## config.mk

```make
export PLATFORM = sky130hd
export DESIGN_NAME = board_input_debounce
export DESIGN_NICKNAME = d
export VERILOG_FILES = /design/src/rtl/board_io_pkg.sv /design/src/rtl/debounce_bit.sv /design/src/rtl/board_input_debounce.sv
export SDC_FILE = /design/constraint.sdc
export NUM_CORES = 1
export LEC_CHECK = 0
export BUFFER_PORTS_ARGS = -buffer_cell sky130_fd_sc_hd__buf_4
export CORE_ASPECT_RATIO = 0.6
export CORE_UTILIZATION = 45
export CTS_BUF_LIST = sky130_fd_sc_hd__clkbuf_8
export DETAILED_ROUTE_END_ITERATION = 12
export SYNTH_ARGS = -nofsm -noshare
export SYNTH_HDL_FRONTEND = slang
export SYNTH_SLANG_ARGS = --single-unit
```

## constraint.sdc

```tcl
create_clock -name mclk -period 2.7 [get_ports mclk]
set_input_delay 0 -clock mclk [delete_from_list [all_inputs] [get_ports mclk]]
set_output_delay 0 -clock mclk [all_outputs]
set_load 0.1 [all_outputs]
```

## src/rtl/board_io_pkg.sv

```systemverilog
// ---------------------------------------------------------------------------
// board_io_pkg
// Shared constants and helpers for the board I/O blocks. The input debouncer
// and the LED / seven-segment output logic both import this package.
//
// Contents:
//   BOARD_SW_WIDTH         - number of slide switches + push-buttons
//   DEBOUNCE_TICK_DIV      - mclk cycles per debounce sample tick
//   DEBOUNCE_STABLE_TICKS  - consecutive differing ticks needed to accept a level
//   clog2_int()            - ceiling log2, used for counter widths
// ---------------------------------------------------------------------------
package board_io_pkg;

    localparam int BOARD_SW_WIDTH        = 16;
    localparam int DEBOUNCE_TICK_DIV     = 100000;
    localparam int DEBOUNCE_STABLE_TICKS = 20;

    // Ceiling log2 for sizing counters. The result is never below 1, so a
    // counter that only ever holds 0 still gets a legal one-bit vector.
    function automatic int clog2_int(input int value);
        int result;
        int remaining;
        result    = 0;
        remaining = value - 1;
        while (remaining > 0) begin
            result    = result + 1;
            remaining = remaining >> 1;
        end
        return (result < 1) ? 1 : result;
    endfunction

endpackage

```

## src/rtl/debounce_bit.sv

```systemverilog
// ---------------------------------------------------------------------------
// debounce_bit
// Debounces one raw board input. The raw pin goes through a two-flop
// synchronizer. It is then compared with the accepted level on every sample
// tick. The accepted level flips only after STABLE_TICKS consecutive ticks
// have all seen the opposite level. A flip produces a one-cycle registered
// rise or fall pulse in the same cycle that sw_db changes.
//
// Ports:
//   mclk   in  - clock, all state on rising edge
//   rst_n  in  - asynchronous active-low reset
//   tick   in  - one-cycle sample strobe from the shared prescaler
//   sw_in  in  - raw asynchronous pin
//   sw_db  out - debounced level
//   rise   out - one-cycle pulse on an accepted 0->1
//   fall   out - one-cycle pulse on an accepted 1->0
// ---------------------------------------------------------------------------
module debounce_bit #(
    parameter int STABLE_TICKS = 20,
    parameter int CNT_W        = 5
) (
    input  logic mclk,
    input  logic rst_n,
    input  logic tick,
    input  logic sw_in,
    output logic sw_db,
    output logic rise,
    output logic fall
);

    logic             sync_meta;
    logic             sync;
    logic [CNT_W-1:0] cnt;

    // Two-flop synchronizer. The first stage may go metastable; only the
    // second stage is used by the debounce logic.
    always_ff @(posedge mclk or negedge rst_n) begin
        if (!rst_n) begin
            sync_meta <= 1'b0;
            sync      <= 1'b0;
        end else begin
            sync_meta <= sw_in;
            sync      <= sync_meta;
        end
    end

    // Mismatch counter and accepted level. Any tick that sees agreement
    // restarts the count, so a bounce back to the old level costs the whole
    // run. The pulses default low every cycle, which keeps them exactly one
    // cycle wide. Only one of rise or fall can be set on a given acceptance.
    always_ff @(posedge mclk or negedge rst_n) begin
        if (!rst_n) begin
            cnt   <= '0;
            sw_db <= 1'b0;
            rise  <= 1'b0;
            fall  <= 1'b0;
        end else begin
            rise <= 1'b0;
            fall <= 1'b0;
            if (tick) begin
                if (sync == sw_db) begin
                    cnt <= '0;
                end else if (cnt == CNT_W'(STABLE_TICKS - 1)) begin
                    sw_db <= sync;
                    cnt   <= '0;
                    rise  <= sync;
                    fall  <= ~sync;
                end else begin
                    cnt <= cnt + CNT_W'(1);
                end
            end
        end
    end

endmodule

```

## src/rtl/board_input_debounce.sv

```systemverilog
// ---------------------------------------------------------------------------
// board_input_debounce
// Board-pin front end for the switches and buttons. It holds one shared
// sample-tick prescaler, one debounce_bit per input, and a sticky event mask.
// The event mask lets slow consumers collect rise/fall activity and then
// clear it with a valid/ack handshake.
//
// Ports:
//   mclk      in  - clock
//   rst_n     in  - asynchronous active-low reset
//   sw_in     in  [WIDTH] raw pins
//   sw_db     out [WIDTH] debounced levels
//   rise      out [WIDTH] one-cycle pulses on accepted 0->1
//   fall      out [WIDTH] one-cycle pulses on accepted 1->0
//   evt_valid out - evt_mask is nonzero
//   evt_mask  out [WIDTH] sticky OR of rise|fall since last accepted ack
//   evt_ack   in  - clears the mask; only honoured while evt_valid is high
// ---------------------------------------------------------------------------
module board_input_debounce
    import board_io_pkg::*;
#(
    parameter int WIDTH        = BOARD_SW_WIDTH,
    parameter int TICK_DIV     = DEBOUNCE_TICK_DIV,
    parameter int STABLE_TICKS = DEBOUNCE_STABLE_TICKS
) (
    input  logic             mclk,
    input  logic             rst_n,
    input  logic [WIDTH-1:0] sw_in,
    output logic [WIDTH-1:0] sw_db,
    output logic [WIDTH-1:0] rise,
    output logic [WIDTH-1:0] fall,
    output logic             evt_valid,
    output logic [WIDTH-1:0] evt_mask,
    input  logic             evt_ack
);

    localparam int DIV_W = clog2_int(TICK_DIV);
    localparam int CNT_W = clog2_int(STABLE_TICKS + 1);

    logic [DIV_W-1:0] div_cnt;
    logic             tick;
    logic [WIDTH-1:0] next_mask;

    // The tick is decoded from the counter's terminal value, so it is high
    // during the cycle whose count equals TICK_DIV-1.
    assign tick = (div_cnt == DIV_W'(TICK_DIV - 1));

    // Shared prescaler. It wraps to zero on the terminal count.
    always_ff @(posedge mclk or negedge rst_n) begin
        if (!rst_n) begin
            div_cnt <= '0;
        end else if (tick) begin
            div_cnt <= '0;
        end else begin
            div_cnt <= div_cnt + DIV_W'(1);
        end
    end

    // One independent debouncer per input bit.
    for (genvar i = 0; i < WIDTH; i++) begin : g_bit
        debounce_bit #(
            .STABLE_TICKS (STABLE_TICKS),
            .CNT_W        (CNT_W)
        ) u_bit (
            .mclk  (mclk),
            .rst_n (rst_n),
            .tick  (tick),
            .sw_in (sw_in[i]),
            .sw_db (sw_db[i]),
            .rise  (rise[i]),
            .fall  (fall[i])
        );
    end

    // Edges merge in after any clear. An edge that arrives in the same
    // cycle as an accepted ack therefore survives into the next mask.
    always_comb begin
        next_mask = ((evt_valid && evt_ack) ? '0 : evt_mask) | rise | fall;
    end

    // evt_valid is registered from the same next value as the mask, so the
    // two always change together.
    always_ff @(posedge mclk or negedge rst_n) begin
        if (!rst_n) begin
            evt_mask  <= '0;
            evt_valid <= 1'b0;
        end else begin
            evt_mask  <= next_mask;
            evt_valid <= |next_mask;
        end
    end

endmodule

```

## Yosys cells after proc, flatten, opt, wreduce, memory -nomap -nowiden

Cells that the tools add are included.

- Register bits after elaboration: 194
- Output and inout bits: 65
- Logic and storage cells: 331

- Add/subtract/negate cells: 17
- Equal/unequal tests: 33
- Mux-type cells: 130
- Bitwise gates (word level): 34
- Reductions and logical operators: 18

Operators by type and width:

| cell | count |
|---|---|
| 5-bit two-way mux | 32 |
| 1-bit two-way mux | 96 |
| 5-bit by 1-bit adder with 5-bit output (second input constant) | 16 |
| 5-bit == test (second input constant) | 16 |
| 3-bit AND reduction | 16 |
| 1-bit NOT | 32 |
| 16-bit bitwise OR | 2 |
| 17-bit by 1-bit adder with 17-bit output (second input constant) | 1 |
| 17-bit == test (second input constant) | 1 |
| 17-bit two-way mux | 1 |
| 1-bit == test | 16 |
| 16-bit two-way mux | 1 |
| 16-bit OR reduction | 1 |
| 1-bit logical AND | 1 |

## Depth between registers and ports, before layout

Gate-level depths: netlist of run 1.

- Word-level depth: 5
- Mapped depth: 9

## Modules after synthesis

A second synthesis of run 1 with hierarchy kept.

- Cell total of the unflattened synthesis: 749
- Area, all modules: 8,717.1 um^2

By module, submodules not included:

| module | times used | cells an instance | area an instance (um^2) | sequential area each (um^2) |
|---|---|---|---|---|
| debounce_bit | 16 | 39 | 450.4 | 250.2 |
| board_input_debounce | 1 | 125 | 1,510.2 | 850.8 |

## Worst setup path before layout of run 1

OpenSTA, ideal clock, no wires.

- Kind: register -> register
- Start: register div_cnt[12]
- End: register g_bit[0].u_bit.cnt[3]
- Library setup time: 0.095 ns
- Arrival: 2.154 ns
- Required time: 2.605 ns
- Slack: 0.451 ns
- Cell stages (with the launch flop): 7
- Path buffers: 2
- Clock period less this slack: 2.249 ns
- Cells stage by stage: dfrtp_1 > or4b_4 > or4_1 > buf_2 > buf_6 > or3_4 > o31ai_1

- Cells in the longest elaborated chain, start to end: 1

Ends and longest elaborated chain:

| element | RTL line | text |
|---|---|---|
| from (decl) | board_input_debounce.sv:40 | `logic [DIV_W-1:0] div_cnt;` |
| from (signal assigned) | board_input_debounce.sv:55 | `div_cnt <= div_cnt + DIV_W'(1);` |
| 17-bit == test | board_input_debounce.sv:46 | `assign tick = (div_cnt == DIV_W'(TICK_DIV - 1));` |
| to (signal assigned) | debounce_bit.sv:69 | `cnt <= cnt + CNT_W'(1);` |
| to (decl) | debounce_bit.sv:33 | `logic [CNT_W-1:0] cnt;` |

Every way passes these cells.
A chain may end at the register's enable or synchronous reset.

## Worst setup path after layout of run 1

- Start: register div_cnt[12]
- End: register g_bit[3].u_bit.cnt[4]

- Cells in the longest elaborated chain, start to end: 1

Ends and longest elaborated chain:

| element | RTL line |
|---|---|
| 17-bit == test | board_input_debounce.sv:46 |
| to (signal assigned) | debounce_bit.sv:69 |
| to (decl) | debounce_bit.sv:33 |

Every way passes these cells.

==> flow_summary.yaml, run 1 <==
status:
  status: "finished with violations"
  failed_checks: "design-rule violations"
cells_and_area:
  fin_util_pct: 53.2
  nFillCells: 1576
  mostFrequentLayoutCells: "194 x dfrtp_1, 114 x nand2_1, 91 x buf_4"
  syn2layout_area_growth_pct: 14.1
  fin_nets: 897
  final_common_cell: "dfrtp_1"
  n_antenna_cell: 0
  drive_gt1_share_pct: 19.5
route:
  first_pass_iters: 9
  vias: 5940
  via_per_inst: 5.33
  route.detailed.drc: 6
  drt_wl_total_um: 16900
  antenna_left: 0
  wl_per_cell_um: 15.2
  drt_iter0_drc: 380
floorplan:
  fp.dieH_um: 109
  core-area_um2: 18300
  row_count: 38
  ios: 84
  initial_utilization_pct: 46.7
  die_w_um: 180
  floorplan.die_area_um2: 19600
grt:
  grt_pass1_vias: 5813
  grt_pass1_wl_um: 28500
  grt_overflow: 0
  grt_usage_pct: 18.5
  antenna_found_initial: 0
  grt_max_degree: 101
timing:
  tns_ps: 0
  setup_violations: 0
  rsz0062_at_grt: "no"
  fin_crit_sh_pct: 92.0
  period_needed_ps: 2480
  slew_headroom_pct: 43.7
  tightest_slew_ps: 844
  finalHoldViolCount: 0
  fin_worst_skew_ps: 14.9
  hold-worst-slack_ps: 155
  slew_violations: 0
  max_freq_mhz: 402
job:
  drv_cap: 0
power_and_ir_drop:
  p_leak_nw: 4.64
  ir_drop_mv: 0.305
  power_density_nw_per_um2: 522
  total_power_w: 0.00509
yosys:
  syn_avg_cell_area_um2: 10.7
  synth_cells: 799
  synth-seq-cells: 194
  yosysWarnings: 0
  synth_flop_cell: "dfrtp_1"
  async_flop_share_pct: 100
  seq_area_frac_synth_pct: 56.8
  synthesis.nets: 835
  ys_types: 38
  syn_area_um2: 8540
  synth_edf_count: 0
placement:
  gp_congestion: 0.761
  dp_hpwl_um: 11400
  io_buffers: 83
setup_path:
  rr_worst_depth: 5
  setup.worst_path.class: "register to register"
  cp.arrival_ps: 2880
  end_kind: "register"
  worstPathRequired_ps: 3100
  critPathMaxFanout: 48
  start_kind: "register"
clock_tree:
  cts-root-buf: "clkbuf_8"
  htreeDepth: 4
  cts.clk_slew.worst_paths_ps: 100
  clkLatencyLatePin_ps: 470
  cts_made_buffers: 17
  cts_tree: "done"
  clk_path_buf_depth: 2
  clock-sinks: 194
hold_path:
  hp-class: "input port to async pin"
power by group:
group,switching [W],internal [W],total (W)
clock,0.00105,0.000955,0.00200
sequential,0.0000144,0.00293,0.00294
combinational,0.0000901,0.0000556,0.000146
total,0.00115,0.00394,0.00509
logic make-up after synthesis:
kind of cell	Yosys count	synth area share, %
AND/OR/NAND/NOR	346	21.2
flip-flops	194	56.8
AO/OA/AOI/OAI	134	9.74
buffers and inverters	70	5.33
XOR/XNOR	22	2.26
adder cells (fa/ha/maj)	17	2.49
multiplexers	16	2.11
through the flow:
stage	area, um^2	cells	setup slack (ps)
CTS	9740	1114	215
global route	9740	1114	62.0
floorplan	8540	799	451
global placement	9150	1065	336
finish	9740	1114	215
detailed placement	9150	1065	237
routing by layer:
layer | GRT usage [%] | wire (um)
met5 | 0 | 0
met4 | 6.16 | 173
met3 | 4.38 | 583
met2 | 28.7 | 7500
met1 | 25.7 | 8670
critical path: stages (launching register included):
cell     delay [ps]
dfrtp_1         430
or4b_4          590
or4_2           650
buf_4           330
o21ai_0         250
a22o_1          150
cells in the mapped netlist (5+ instances only):
| library cell | n | area [um^2] |
|---|---|---|
| a211o_1 | 16 | 140 |
| a21oi_1 | 15 | 75.1 |
| a22o_1 | 21 | 184 |
| buf_4 | 48 | 360 |
| clkbuf_1 | 15 | 56.3 |
| dfrtp_1 | 194 | 4850 |
| ha_1 | 17 | 213 |
| mux2_2 | 16 | 180 |
| nand2_1 | 114 | 428 |
| nand2b_1 | 32 | 200 |
| nand3_1 | 63 | 315 |
| nand3b_1 | 8 | 60.1 |
| nand4_1 | 5 | 31.3 |
| nor2_1 | 44 | 165 |
| nor3b_1 | 19 | 143 |
| nor4_1 | 5 | 31.3 |
| nor4bb_1 | 15 | 150 |
| o21ai_0 | 71 | 355 |
| or2_2 | 23 | 144 |
| xnor2_1 | 13 | 114 |
| xor2_1 | 9 | 78.8 |
what timing repair did:
| action | CTS | global route |
|---|---|---|
| gates resized for setup | 0 | 0 |
| hold endpoints to repair | 113 | 0 |
| setup buffers | 0 | 0 |
| hold buffers | 17 | 0 |
final timing paths:
kind / start / to / slack (ps)
worst max-delay path: div_cnt[12] / g_bit[3].u_bit.cnt[4] / 220
worst min-delay path: rst_n / evt_mask[1] / 150
worst max register to register: div_cnt[12] / g_bit[3].u_bit.cnt[4] / 220
worst min register to register: g_bit[6].u_bit.sync_meta / g_bit[6].u_bit.sync / 360
max in group asynchronous: rst_n / g_bit[12].u_bit.fall / 1610
min in group mclk: sw_in[7] / g_bit[7].u_bit.sync_meta / 180
cell type report:
class | count | area, um^2 | area share (%)
Clock buffer | 18 | 248 | 2.54
Clock inverter | 14 | 179 | 1.84
Inverter | 2 | 7.51 | 0.0770
Multi-Input combinational cell | 535 | 3250 | 33.3
Sequential cell | 194 | 4850 | 49.8
Tap cell | 240 | 300 | 3.08
Timing Repair Buffer | 111 | 907 | 9.31
registers in the layout, summed over array words and instances (netlist names), 16 cells and up:
| register | count |
|---|---|
| evt_mask | 16 |
| g_bit.u_bit.fall | 16 |
| g_bit.u_bit.sync_meta | 16 |
| g_bit.u_bit.cnt | 80 |
| g_bit.u_bit.sync | 16 |
| div_cnt | 17 |
| g_bit.u_bit.sw_db | 16 |
| g_bit.u_bit.rise | 16 |
Power figures use the tool's default switching activity.
==> inputs of run 2 (changes only) <==
--- a/config.mk
+++ b/config.mk
@@ -6,10 +6,11 @@
 export NUM_CORES = 1
 export LEC_CHECK = 0
 export BUFFER_PORTS_ARGS = -buffer_cell sky130_fd_sc_hd__buf_4
-export CORE_ASPECT_RATIO = 0.6
+export CORE_ASPECT_RATIO = 1.1
 export CORE_UTILIZATION = 45
 export CTS_BUF_LIST = sky130_fd_sc_hd__clkbuf_8
 export DETAILED_ROUTE_END_ITERATION = 12
 export SYNTH_ARGS = -nofsm -noshare
 export SYNTH_HDL_FRONTEND = slang
+export SYNTH_HIERARCHICAL = 1
 export SYNTH_SLANG_ARGS = --single-unit
==> run 2 against run 1 <==
Net effect: the flow now finishes without violations; worst setup slack gained 300 ps; first-iteration DRC count shrank 0.26%; clock power shrank 15%; utilization is 0.50 points higher; final area rose by 5.0%; area after synthesis rose by 2.1%; clock skew is 0.65 ps lower; register-to-register slack better by 300 ps; via count rose by 6.5%; maximum frequency up 14%; critical path type unchanged.
==> flow_summary.yaml, run 2 <==
setup_path:
  cpLargestDelayFamily: "simple AND/OR/NAND/NOR gates"
  critPathSlowestCell: "dfrtp_1"
  worstPathRequired_ps: 3060
  start_kind: "register"
  end_kind: "register"
  crit_chain: "ha_1 > and4_4 > and4_4 > buf_4 > and4b_1 > o21ai_0 > o221ai_1"
  setup.worst_path.class: "register to register"
  critPathMaxFanout: 28
  crit_buf_inv: 1
  crit_path_max_incr_delay_ps: 390
  cp_common_cell: "and4_4"
  cp.arrival_ps: 2550
floorplan:
  core-area_um2: 19000
  die_w_um: 135
  fp.dieH_um: 148
  row_count: 53
  floorplan.die_area_um2: 19900
  ios: 84
  initial_utilization_pct: 45.8
clock_tree:
  cts.clk_slew.worst_paths_ps: 100
  postCtsResizedCells: 0
  htreeDepth: 4
  cts-root-buf: "clkbuf_8"
  cts_tree: "done"
  clkLatencyLatePin_ps: 460
  clk_path_buf_depth: 2
  post_cts_buffers: 0
  hold_buffers: 17
  cts_made_buffers: 17
  clock-sinks: 194
power_and_ir_drop:
  power_density_nw_per_um2: 468
  pwr-share-comb_pct: 2.8
  switching_share_pct: 23.8
  switchingPower_w: 0.00114
  clock_power_share_pct: 35.7
  ir_drop_mv: 0.287
  p_leak_nw: 4.79
  p_int_w: 0.00365
  seqPwrFrac_pct: 61.6
yosys:
  synthAdderAreaFrac_pct: 2.44
  synth_compound_area_share_pct: 15.0
  synth_top_family_by_area: "simple AND/OR/NAND/NOR gates"
  async_flop_share_pct: 100
  synth_flop_cell: "dfrtp_1"
  seq_area_frac_synth_pct: 55.7
  synth_mux_area_share_pct: 2.18
  syn_avg_cell_area_um2: 11.6
  synth_cells: 749
  synth_largest_area_cell: "dfrtp_1"
  yosysMostFrequentCell: "dfrtp_1"
  synth_top_area_share_pct: 55.7
  synth-seq-cells: 194
  synth_xor_xnor_area_share_pct: 3.01
  synthTopCellsByArea: "dfrtp_1 56%, a22o_1 4.8%, a211o_1 3.3%"
  yosysWarnings: 6
  syn_area_um2: 8720
  synthesis.nets: 785
  synth-simple-area-share_pct: 19.3
  synth_edf_count: 0
  synthTopCellsByCount: "194 x dfrtp_1, 48 x a22o_1, 48 x inv_1, 48 x o21ai_0, 41 x nor2_1"
  ys_types: 36
route:
  drt_iter0_drc: 379
  drt_wl_total_um: 18000
  vias: 6324
  route.detailed.drc: 0
  via_per_inst: 5.58
  antenna_left: 0
  wl_per_cell_um: 15.9
  first_pass_iters: 5
cells_and_area:
  multi_input_area_um2: 3660
  largest_reg_flops: 80
  largest-register: "g_bit.u_bit/cnt"
  fin_nets: 909
  mostFrequentLayoutCells: "194 x dfrtp_1, 89 x buf_4, 49 x inv_1"
  syn2layout_area_growth_pct: 17.3
  drive_gt1_share_pct: 18.1
  top_regs: "g_bit.u_bit/cnt (80), div_cnt (17)"
  fin_util_pct: 53.7
  final_common_cell: "dfrtp_1"
  ff_latch_area_um2: 4850
  n_antenna_cell: 0
  nFillCells: 1647
status:
  status: "complete, no violations"
timing:
  tns_ps: 0
  period_needed_ps: 2190
  slew_violations: 0
  slew_headroom_pct: 40.3
  tightest_slew_ps: 893
  finalHoldViolCount: 0
  rsz0062_at_grt: "no"
  fin_crit_sh_pct: 81.0
  fin_worst_skew_ps: 14.3
  setup_violations: 0
  max_freq_mhz: 457
grt:
  grt_max_degree: 90
  grt_pass1_vias: 6400
  grt_usage_pct: 19.2
  grt_overflow: 0
  antenna_found_initial: 0
  grt_pass1_wl_um: 30500
placement:
  gp_congestion: 0.754
  dp_hpwl_um: 12500
  io_buffers: 83
job:
  drv_cap: 0
hold_path:
  hp-class: "input port to async pin"
==> run 2: final cells by class <==
cell class / count / share of cell area, %
clock inverter: 14 / 0.991
sequential: 194 / 47.5
timing repair buffer: 108 / 8.53
inverter: 48 / 1.76
tap: 247 / 3.02
multi-input combinational: 504 / 35.8
clock buffer: 18 / 2.42
==> run 2: metal layers <==
metal | share of wire, % | vias to the layer above | global-route usage [%] | routed length, um
li1 | - | 3007 | - | -
met4 | 1.6 | 0 | 7.53 | 289
met3 | 3.1 | 23 | 3.19 | 549
met1 | 47 | 3172 | 25.1 | 8370
met5 | 0 | - | 0 | 0
met2 | 49 | 122 | 31.8 | 8770
==> run 2: cell families after synthesis <==
group           Yosys count
mux                      17
xor+xnor                 30
fa+ha+maj                17
flops                   194
simple gates            263
buf+inv                  51
compound gates          177
==> run 2: worst register-to-register path, cell delays in order, from the launching register on <==
cell and delay, ps:
dfrtp_1 390, ha_1 250, and4_4 270, and4_4 380
buf_4 330, and4b_1 240, o21ai_0 80, o221ai_1 170
==> run 2: final timing paths <==
path                                      startpoint                  endpoint  slack (ps)  depth (start not counted)
max in group asynchronous                      rst_n    g_bit[11].u_bit/cnt[2]        1640                          3
min reg2reg                g_bit[11].u_bit/sync_meta      g_bit[11].u_bit/sync         350                          0
min in group mclk                           sw_in[7]  g_bit[7].u_bit/sync_meta         190                          2
max                                       div_cnt[0]    g_bit[12].u_bit/cnt[4]         510                          7
min                                            rst_n     g_bit[6].u_bit/cnt[2]         150                          2
max reg2reg                               div_cnt[0]    g_bit[12].u_bit/cnt[4]         510                          7
==> run 2: per-stage QoR <==
stage	instances	cell area [um^2]	setup WS (ps)	total power (W)	hold slack, ps
after floorplan	749	8720	681	0.00302	-296
after global placement	1084	9710	616	0.00311	98.3
after detailed placement	1084	9710	523	0.00312	110
after CTS	1133	10200	522	0.00487	141
after global routing	1133	10200	312	0.00500	146
final	1133	10200	514	0.00478	150
==> run 2: power by group through the flow <==
stage / clock [W] / sequential [W] / combinational [W]
CTS: 0.00179 / 0.00295 / 0.000137
global route: 0.00190 / 0.00295 / 0.000150
floorplan: 0 / 0.00300 / 0.0000244
global placement: 0 / 0.00300 / 0.000112
finish: 0.00171 / 0.00295 / 0.000132
detailed placement: 0 / 0.00300 / 0.000117
